[src/rtl/gigatron_load_arbiter.sv]
// HPS download arbiter for the Gigatron core: streams RAM images through a
// one-entry holding register behind CPU RAM slots, and packs ROM bytes into words.
module gigatron_load_arbiter #(
  parameter int unsigned RAM_AW = 15,
  parameter int unsigned ROM_AW = 16
) (
  input  logic              clk_sys,
  input  logic              reset,
  input  logic              cpu_ce,
  input  logic              cpu_ram_we,
  input  logic [RAM_AW-1:0] cpu_ram_addr,
  input  logic [7:0]        cpu_ram_wdata,
  output logic              ram_we,
  output logic [RAM_AW-1:0] ram_addr,
  output logic [7:0]        ram_wdata,
  input  logic              ioctl_download,
  input  logic              ioctl_wr,
  input  logic [7:0]        ioctl_index,
  input  logic [24:0]       ioctl_addr,
  input  logic [7:0]        ioctl_dout,
  output logic              ioctl_wait,
  output logic              rom_we,
  output logic [ROM_AW-1:0] rom_addr,
  output logic [15:0]       rom_wdata,
  output logic              cpu_hold,
  output logic              load_done,
  output logic              overrun
);

  typedef enum logic [1:0] {IDLE, RAM_LOAD, ROM_LOAD, FLUSH} state_t;

  state_t            state, state_next;
  logic              dl_q, dl_rise, dl_fall;
  logic              hold_valid;
  logic [RAM_AW-1:0] hold_addr;
  logic [7:0]        hold_data;
  logic [7:0]        lo_byte;
  logic              from_rom, from_rom_next;
  logic              cpu_hold_next, load_done_next;
  logic              ram_in_range, rom_in_range, capture, issue;

  assign dl_rise      = ioctl_download & ~dl_q;
  assign dl_fall      = ~ioctl_download & dl_q;
  assign ram_in_range = (ioctl_addr >> RAM_AW) == 25'd0;
  assign rom_in_range = (ioctl_addr >> (ROM_AW + 1)) == 25'd0;
  // Capture only into an empty holder, so capture and issue are mutually exclusive.
  assign capture      = (state == RAM_LOAD) && ioctl_wr && ram_in_range && !hold_valid;
  assign issue        = !cpu_ce && hold_valid;

  always_ff @(posedge clk_sys) begin
    if (reset) state <= IDLE;
    else       state <= state_next;
  end

  always_comb begin
    state_next = state;
    case (state)
      IDLE: begin
        if (dl_rise && ioctl_index == 8'd0)      state_next = ROM_LOAD;
        else if (dl_rise && ioctl_index == 8'd1) state_next = RAM_LOAD;
      end
      RAM_LOAD, ROM_LOAD: if (dl_fall) state_next = FLUSH;
      FLUSH:              if (!hold_valid) state_next = IDLE;
      default:            state_next = IDLE;
    endcase
  end

  // from_rom remembers which load fed FLUSH so cpu_hold survives a ROM flush.
  always_comb begin
    from_rom_next = from_rom;
    if (state == ROM_LOAD)      from_rom_next = 1'b1;
    else if (state == RAM_LOAD) from_rom_next = 1'b0;
    cpu_hold_next  = (state_next == ROM_LOAD) || (state_next == FLUSH && from_rom_next);
    load_done_next = (state == FLUSH) && (state_next == IDLE);
  end

  always_ff @(posedge clk_sys) begin
    if (reset) begin
      dl_q      <= 1'b0;
      from_rom  <= 1'b0;
      cpu_hold  <= 1'b0;
      load_done <= 1'b0;
    end else begin
      dl_q      <= ioctl_download;
      from_rom  <= from_rom_next;
      cpu_hold  <= cpu_hold_next;
      load_done <= load_done_next;
    end
  end

  always_ff @(posedge clk_sys) begin
    if (reset) begin
      hold_valid <= 1'b0;
      hold_addr  <= '0;
      hold_data  <= '0;
      ioctl_wait <= 1'b0;
      overrun    <= 1'b0;
      ram_we     <= 1'b0;
      ram_addr   <= '0;
      ram_wdata  <= '0;
    end else begin
      if (cpu_ce) begin
        ram_we    <= cpu_ram_we;
        ram_addr  <= cpu_ram_addr;
        ram_wdata <= cpu_ram_wdata;
      end else if (hold_valid) begin
        ram_we    <= 1'b1;
        ram_addr  <= hold_addr;
        ram_wdata <= hold_data;
      end else begin
        ram_we    <= 1'b0;
      end
      if (capture) begin
        hold_addr <= ioctl_addr[RAM_AW-1:0];
        hold_data <= ioctl_dout;
      end
      hold_valid <= capture | (hold_valid & ~issue);
      ioctl_wait <= capture | (hold_valid & ~issue);
      if (state == RAM_LOAD && ioctl_wr && hold_valid) overrun <= 1'b1;
    end
  end

  always_ff @(posedge clk_sys) begin
    if (reset) begin
      lo_byte   <= '0;
      rom_we    <= 1'b0;
      rom_addr  <= '0;
      rom_wdata <= '0;
    end else begin
      rom_we <= 1'b0;
      if (state == ROM_LOAD && ioctl_wr && rom_in_range) begin
        if (!ioctl_addr[0]) begin
          lo_byte <= ioctl_dout;
        end else begin
          rom_we    <= 1'b1;
          rom_addr  <= ioctl_addr[ROM_AW:1];
          rom_wdata <= {ioctl_dout, lo_byte};
        end
      end
    end
  end

endmodule

[config.mk]
export PLATFORM = sky130hd
export DESIGN_NAME = gigatron_load_arbiter
export DESIGN_NICKNAME = d
export VERILOG_FILES = /design/src/rtl/gigatron_load_arbiter.sv
export SDC_FILE = /design/constraint.sdc
export NUM_CORES = 1
export LEC_CHECK = 0
export BUFFER_PORTS_ARGS = -buffer_cell sky130_fd_sc_hd__buf_2
export CAP_MARGIN = 20
export CORE_UTILIZATION = 30
export DETAILED_ROUTE_END_ITERATION = 8
export GPL_TIMING_DRIVEN = 0
export HOLD_SLACK_MARGIN = 0.03
export SETUP_SLACK_MARGIN = 0.1
export SLEW_MARGIN = 40
export SYNTH_ARGS = -nofsm -noshare
export SYNTH_HDL_FRONTEND = slang
export SYNTH_SLANG_ARGS = --single-unit
[constraint.sdc]
create_clock -name clk_sys -period 2.9 [get_ports clk_sys]
set_clock_uncertainty 0.05 [all_clocks]
set_input_delay 0.58 -clock clk_sys [delete_from_list [all_inputs] [get_ports clk_sys]]
set_output_delay 0.58 -clock clk_sys [all_outputs]
set_load 0.01 [all_outputs]
==> run metrics, run 1 <==
postcts setup bufs=0; Yosys cell types=31; die height=114 microns; Post-DP HPWL=8010 microns; Syn Nets=497; CORE AREA=12100 sq um; Synth Area in XOR/XNOR=0%; mux cell area share after synthesis=14.7%; Cell Rows=40; Primary FF master, synth=dfxtp_1; P&R area growth vs syn=32.1%; met1 Use GR=22.3%; CTS H-tree lvls=3; Starting Density=31.0%; antenna cell count=0; EDFF count, synth=0; Max-cap violations=0; register area share after synthesis=51.2%; remaining global-route overflow=0; Post-Synth Adder-Cell Area=1.33%; Num CTS Buffers=9; worst-path cell chain=inv_1 -> ha_1 -> and2_1 -> nand4_1 -> clkbuf_1 -> nand2_1 -> a21oi_1; Peak VDD IR=0.314 mV; grt met3 use=3.61%; startpoint types=flop; outcome=finished, final reports clean; clock-pin slew on the worst setup and hold paths=70 ps; Post-Syn Area=3750 sq um; DRT antenna net count=0; initial antenna violation count=0; clock net sink count=96; Vias=3365; worst-path cell with the longest stage delay=clkbuf_1; vias in the first global route=3239; Setup TNS=0 ps; largest family of logic cells by synthesized area=simple AND/OR/NAND/NOR gates; Worst EP arrival=2330 ps; Hold Path Class=flop to flop; 1st-iter DRT viols=189; Setup Crit Path Kind=flop to flop; routability cong.=0.864; Slew HR=55.9%; cts hold-fix bufs=0; WL final=10600 microns; post-CTS resize count=0; first-pass GRT wire length=16700 microns; worst skew pair latency=330 ps; Worst Tran Pin Value=661 ps; Clock Path Buffers=2; post-synthesis simple-gate area fraction=19.6%; Worst Path Required=3110 ps; largest net degree at the start of global routing=16; final instance area=4960 sq um; synthesis-stage register bit count=96; met2 Usage GRT=27.1%; Avg Inst Size Synth=8.87 sq um; power density over the cells=634 nW/um^2; RSZ-0062 raised after global routing=no; Root Buffer=clkbuf_16; Pleak=2.32 nW; layout cells sized above 1=28.0%; Die Width=114 microns; post-route clock period utilization=73.0%; area taken by multi-input logic gates=1700 sq um; Fmax achieved=473 MHz; Tmin final=2120 ps; filler instances=1267; Post-Syn Instances=423; Die ar.=13000 sq um; Synth Area in Compound Gates=9.57%; Vias/cell=4.58; Wirelength per Cell=14.4 microns; Slew Limit Fails=0; GRT Util Overall=16.9%; PortBufs=128; setup violators final=0; detailed-route DRC error count=0; Register Area=1920 sq um; asr flop ratio synth=0%; CP Capture Type=flop; Area after DPL=4600 sq um; Crit Path Max Fanout=10; Initial DRT Pass Iterations=4; CTS tree=built; final hold viol count=0; slowest stage delay, CP=520 ps; synth warn=0; Ports=131; gr busiest metal=met2; Final nets=636
## state kept, by name (all words and copies together), names as in the netlist, 2 cells and up
register	cells
ram_wdata	8
state	2
rom_wdata	16
rom_addr	16
hold_addr	15
lo_byte	8
ram_addr	15
hold_data	8
## through the flow
stage               hold slack (ps)  setup WS (ps)  instances  util, %  power (mW)
CTS                             407            776        735     41.0        3.18
detailed placement              397            529        719     38.0        1.79
global route                    422            664        735     41.0        3.30
finish                          404            784        735     41.0        3.15
global placement                390            558        719     38.0        1.77
floorplan                       382           1130        423        -        1.64
## per-layer routing
metal | share of wire [%] | up-vias
li1 | - | 1683
met1 | 47 | 1535
met2 | 45 | 131
met3 | 6.5 | 16
met4 | 2.0 | 0
met5 | 0 | -
## worst paths after layout
kind / startpoint / to / slack (ps) / cells after the start
worst min-delay path: rom_addr[13] / rom_addr[13] / 400 / 2
worst min register to register: rom_addr[13] / rom_addr[13] / 400 / 2
worst max-delay path: state[0] / rom_wdata[8] / 780 / 7
worst max register to register: state[0] / rom_wdata[8] / 780 / 7
## Yosys cell counts (2+ instances only)
| master | number | share of area (%) |
|---|---|---|
| nand4_2 | 2 | 0.67 |
| dfxtp_1 | 96 | 51 |
| buf_4 | 2 | 0.40 |
| mux2i_1 | 55 | 15 |
| a211oi_1 | 2 | 0.40 |
| a31oi_1 | 3 | 0.50 |
| inv_1 | 4 | 0.40 |
| nand4_1 | 2 | 0.33 |
| ha_1 | 4 | 1.3 |
| nand2_1 | 66 | 6.6 |
| nor2_1 | 84 | 8.4 |
| buf_2 | 7 | 0.93 |
| nor3b_1 | 2 | 0.40 |
| nor2b_1 | 3 | 0.50 |
| clkbuf_1 | 18 | 1.8 |
| a21oi_1 | 57 | 7.6 |
| and2_1 | 2 | 0.33 |
## critical path: cells and delay by family, from the launching register on
| kind | cells | cell delay, ps |
|---|---|---|
| flops | 1 | 380 |
| buf+inv | 2 | 620 |
| fa+ha+maj | 1 | 230 |
| simple gates | 3 | 570 |
| compound gates | 1 | 180 |
## report_power, final
group	internal, mW	leakage, nW	switching [mW]
clock	0.888	0.172	0.489
combinational	0.161	1.37	0.226
sequential	1.36	0.778	0.0238
total	2.41	2.32	0.739
## logic make-up (layout without fill, tap and decap cells)
kind of cell	count (synthesis)	in the layout
DFF	96	96
and+or+nand+nor	169	169
muxes	55	55
buffers and inverters	32	176
adders and majority gates	4	4
AOI/OAI and AO/OA	67	67
## cell type report
type	count	area share, %
well taps	168	4.24
inverters	4	0.303
multi-input cells	295	34.2
flip-flops and latches	96	38.7
clock buffers	11	5.10
clock inverters	5	2.07
plain buffers	28	2.45
repair buffers	128	12.9
## placed cells by master (no fill, tap or decap), drive strengths merged
cell and instances:
clkinvlp 1, nor4 2, ha 4, and4 1, mux2i 55, a211o 1
nor3b 3, a311o 1, a31oi 3, bufinv 3, nand3b 1, inv 4
nand4 4, clkinv 1, dfxtp 96, nand2 66, and4bb 1, a211oi 2
o211ai 1, nor2 84, o21ai 1, o2111ai 1, nand3 1, and2 2
nor2b 3, clkbuf 29, nor4b 1, buf 138, a21oi 57
Note: power is estimated with default switching activity, not from simulation.
==> run 2: changes to the inputs <==
--- a/config.mk
+++ b/config.mk
@@ -5,6 +5,7 @@
 export SDC_FILE = /design/constraint.sdc
 export NUM_CORES = 1
 export LEC_CHECK = 0
+export ABC_AREA = 1
 export BUFFER_PORTS_ARGS = -buffer_cell sky130_fd_sc_hd__buf_2
 export CAP_MARGIN = 20
 export CORE_UTILIZATION = 30
==> constraint.sdc (replaced) <==
create_clock -name clk_sys -period 2 [get_ports clk_sys]
set_clock_uncertainty 0.05 [all_clocks]
set_input_delay 0.4 -clock clk_sys [delete_from_list [all_inputs] [get_ports clk_sys]]
set_output_delay 0.4 -clock clk_sys [all_outputs]
set_load 0.01 [all_outputs]
==> run metrics, run 2 <==
final instance area=5070 sq um; CTS tree=built; Avg Inst Size Synth=7.41 sq um; routability cong.=0.867; CP Capture Type=flop; clock-pin slew on the worst setup and hold paths=70 ps; slowest stage delay, CP=350 ps; Total Power=4.17 mW; Int Power=3.20 mW; Die ar.=13400 sq um; GRT Util Overall=17.5%; 1st-iter DRT viols=238; Hold Path Class=input pin to flop; Slew HR=66.2%; EDFF count, synth=0; area share of the largest cell type after synthesis=49.6%; PortBufs=128; worst skew pair latency=350 ps; setup violators final=0; min-delay src=ioctl_download; initial antenna violation count=1; Starting Density=30.7%; Crit Path Max Fanout=10; Sw Pwr=0.966 mW; leading cell types by count after synthesis=nand2_1, dfxtp_1, nor2_1, a21oi_1; Fmax achieved=575 MHz; antenna cell count=0; synth top area cells=dfxtp_1, nand2_1, nand4_1; asr flop ratio synth=0%; largest net degree at the start of global routing=16; CTS H-tree lvls=3; RSZ-0062 raised after global routing=yes; Gate power share=8.2%; Max-cap violations=0; outcome=finished, final reports clean; Area after DPL=4730 sq um; detailed-route DRC error count=0; register area share after synthesis=49.6%; Slew Limit Fails=0; origin of the critical flop-to-flop path=state[1]; Final nets=736; layout cells sized above 1=24.1%; Cell Rows=41; Num CTS Buffers=9; Pleak=2.37 nW; Post-Syn Instances=523; worst-path cell chain=inv_1 -> ha_1 -> nand2_1 -> nor4_2 -> nand2_2 -> clkbuf_2 -> o21ai_0 -> nor2_1; DRT antenna net count=0; Clock Path Buffers=2; Vias=3877; crit path launch=state[1]; Worst R2R Path Depth=8; synthesis-stage register bit count=96; count leader, synth=nand2_1; Final Util=40.2%; P&R area growth vs syn=30.9%; Clk pwr share=44.8%; Yosys cell types=20; Flop pwr share=47.1%; synth warn=0; final hold viol count=0; Hold Path End=dl_q; Peak VDD IR=0.321 mV; RR Endpoint=hold_addr[3]; Primary FF master, synth=dfxtp_1; Worst Tran Pin Value=507 ps; most common cell after layout, fill and taps aside=buf_2; Post-Syn Area=3880 sq um; cts hold-fix bufs=0; Tmin final=1740 ps; CORE AREA=12600 sq um; Switching Fraction=23.2%; die height=116 microns; Syn Nets=597; filler instances=1361; Hold Path Cell Cnt=3; worst-path cell with the longest stage delay=dfxtp_1; FF-to-FF setup slack=260 ps; Die Width=116 microns; Vias/cell=4.62; Root Buffer=clkbuf_16; Largest regs=rom_addr (16), rom_wdata (16); most frequent cells in the layout=buf_2, nand2_1, dfxtp_1; Setup Crit Path Kind=flop to flop; clock net sink count=96; remaining global-route overflow=0; Wirelength per Cell=13.3 microns; Initial DRT Pass Iterations=5; Post-DP HPWL=8790 microns; power density over the cells=822 nW/um^2; Synth area leader=dfxtp_1; post-route clock period utilization=87.0%; postcts setup bufs=0; WL final=11100 microns; vias in the first global route=3670; Ports=131; startpoint types=flop; Setup TNS=0 ps; Worst Path Required=2190 ps; first-pass GRT wire length=18000 microns; Worst EP arrival=1930 ps
-- run 2: cell count changes in the layout (fill, tap and decap cells not counted), moves of 5 or more --
| cell | before | now |
|---|---|---|
| a21oi_1 | 57 | 47 |
| a22oi_1 | 0 | 11 |
| clkbuf_1 | 18 | 23 |
| clkbuf_2 | 0 | 7 |
| inv_1 | 4 | 36 |
| mux2i_1 | 55 | 0 |
| nand2_1 | 66 | 113 |
| nand3_1 | 1 | 39 |
| nand4_1 | 2 | 40 |
| nor2_1 | 84 | 62 |
| o21ai_0 | 1 | 26 |
-- run 2: how the worst max path moves through the flow --
stage | endpoint | slack [ps] | cells after the start
finish | hold_addr[3] | 260 | 8
global route | hold_addr[3] | 60 | 8
CTS | rom_addr[1] | 100 | 8
detailed placement | rom_addr[15] | -60 | 7
global placement | rom_wdata[5] | -30 | 7
floorplan | rom_addr[15] | 370 | 6
-- run 2: area by class of cell --
class / count / area [sq um] / share of cell area [%]
inverters: 39 / 146 / 2.89
flip-flops and latches: 96 / 1920 / 37.9
repair buffers: 128 / 641 / 12.6
clock inverters: 5 / 78.8 / 1.55
well taps: 172 / 215 / 4.24
clock buffers: 11 / 243 / 4.78
plain buffers: 39 / 163 / 3.21
multi-input cells: 349 / 1670 / 32.8
-- run 2: per-layer routing --
metal / global-route usage, % / vias to the layer above / part of all wire [%]
li1: - / 2006 / -
met1: 20.8 / 1723 / 45
met2: 29.8 / 123 / 47
met3: 4.18 / 25 / 4.9
met4: 8.38 / 0 / 3.0
met5: 0 / - / 0
-- run 2: logic make-up (layout without fill, tap and decap cells) --
kind of cell    count (synthesis)  count (layout)  share of synthesized area, %
fa+ha+maj                       4               4                          1.29
buf+inv                        78             222                          7.75
compound gates                 84              84                          11.6
simple gates                  261             261                          29.8
flops                          96              96                          49.6
-- run 2: what timing repair did --
action,CTS,global route
endpoints found under the setup margin,11,63
gates cloned,0,0
pin swaps,0,0
resized for setup,2,12
-- run 2: power by group through the flow --
stage | registers [mW] | logic (mW) | clock network (mW)
floorplan | 2.02 | 0.166 | 0
CTS | 1.96 | 0.341 | 1.91
finish | 1.96 | 0.340 | 1.87
detailed placement | 2.01 | 0.339 | 0
global placement | 2.01 | 0.330 | 0
global route | 1.97 | 0.387 | 1.98
-- run 2: per-stage QoR --
stage | hold slack (ps) | cells | worst slack [ps]
floorplan | 391 | 523 | 370
detailed placement | 403 | 823 | -60.0
global placement | 398 | 823 | -26.3
CTS | 225 | 839 | 102
finish | 234 | 839 | 261
global route | 281 | 839 | 62.5
-- run 2: critical path: cells and delay by family, from the launching register on --
family	cells	cell delay, ps
simple gates	4	480
flops	1	350
buf+inv	2	320
compound gates	1	230
fa+ha+maj	1	200
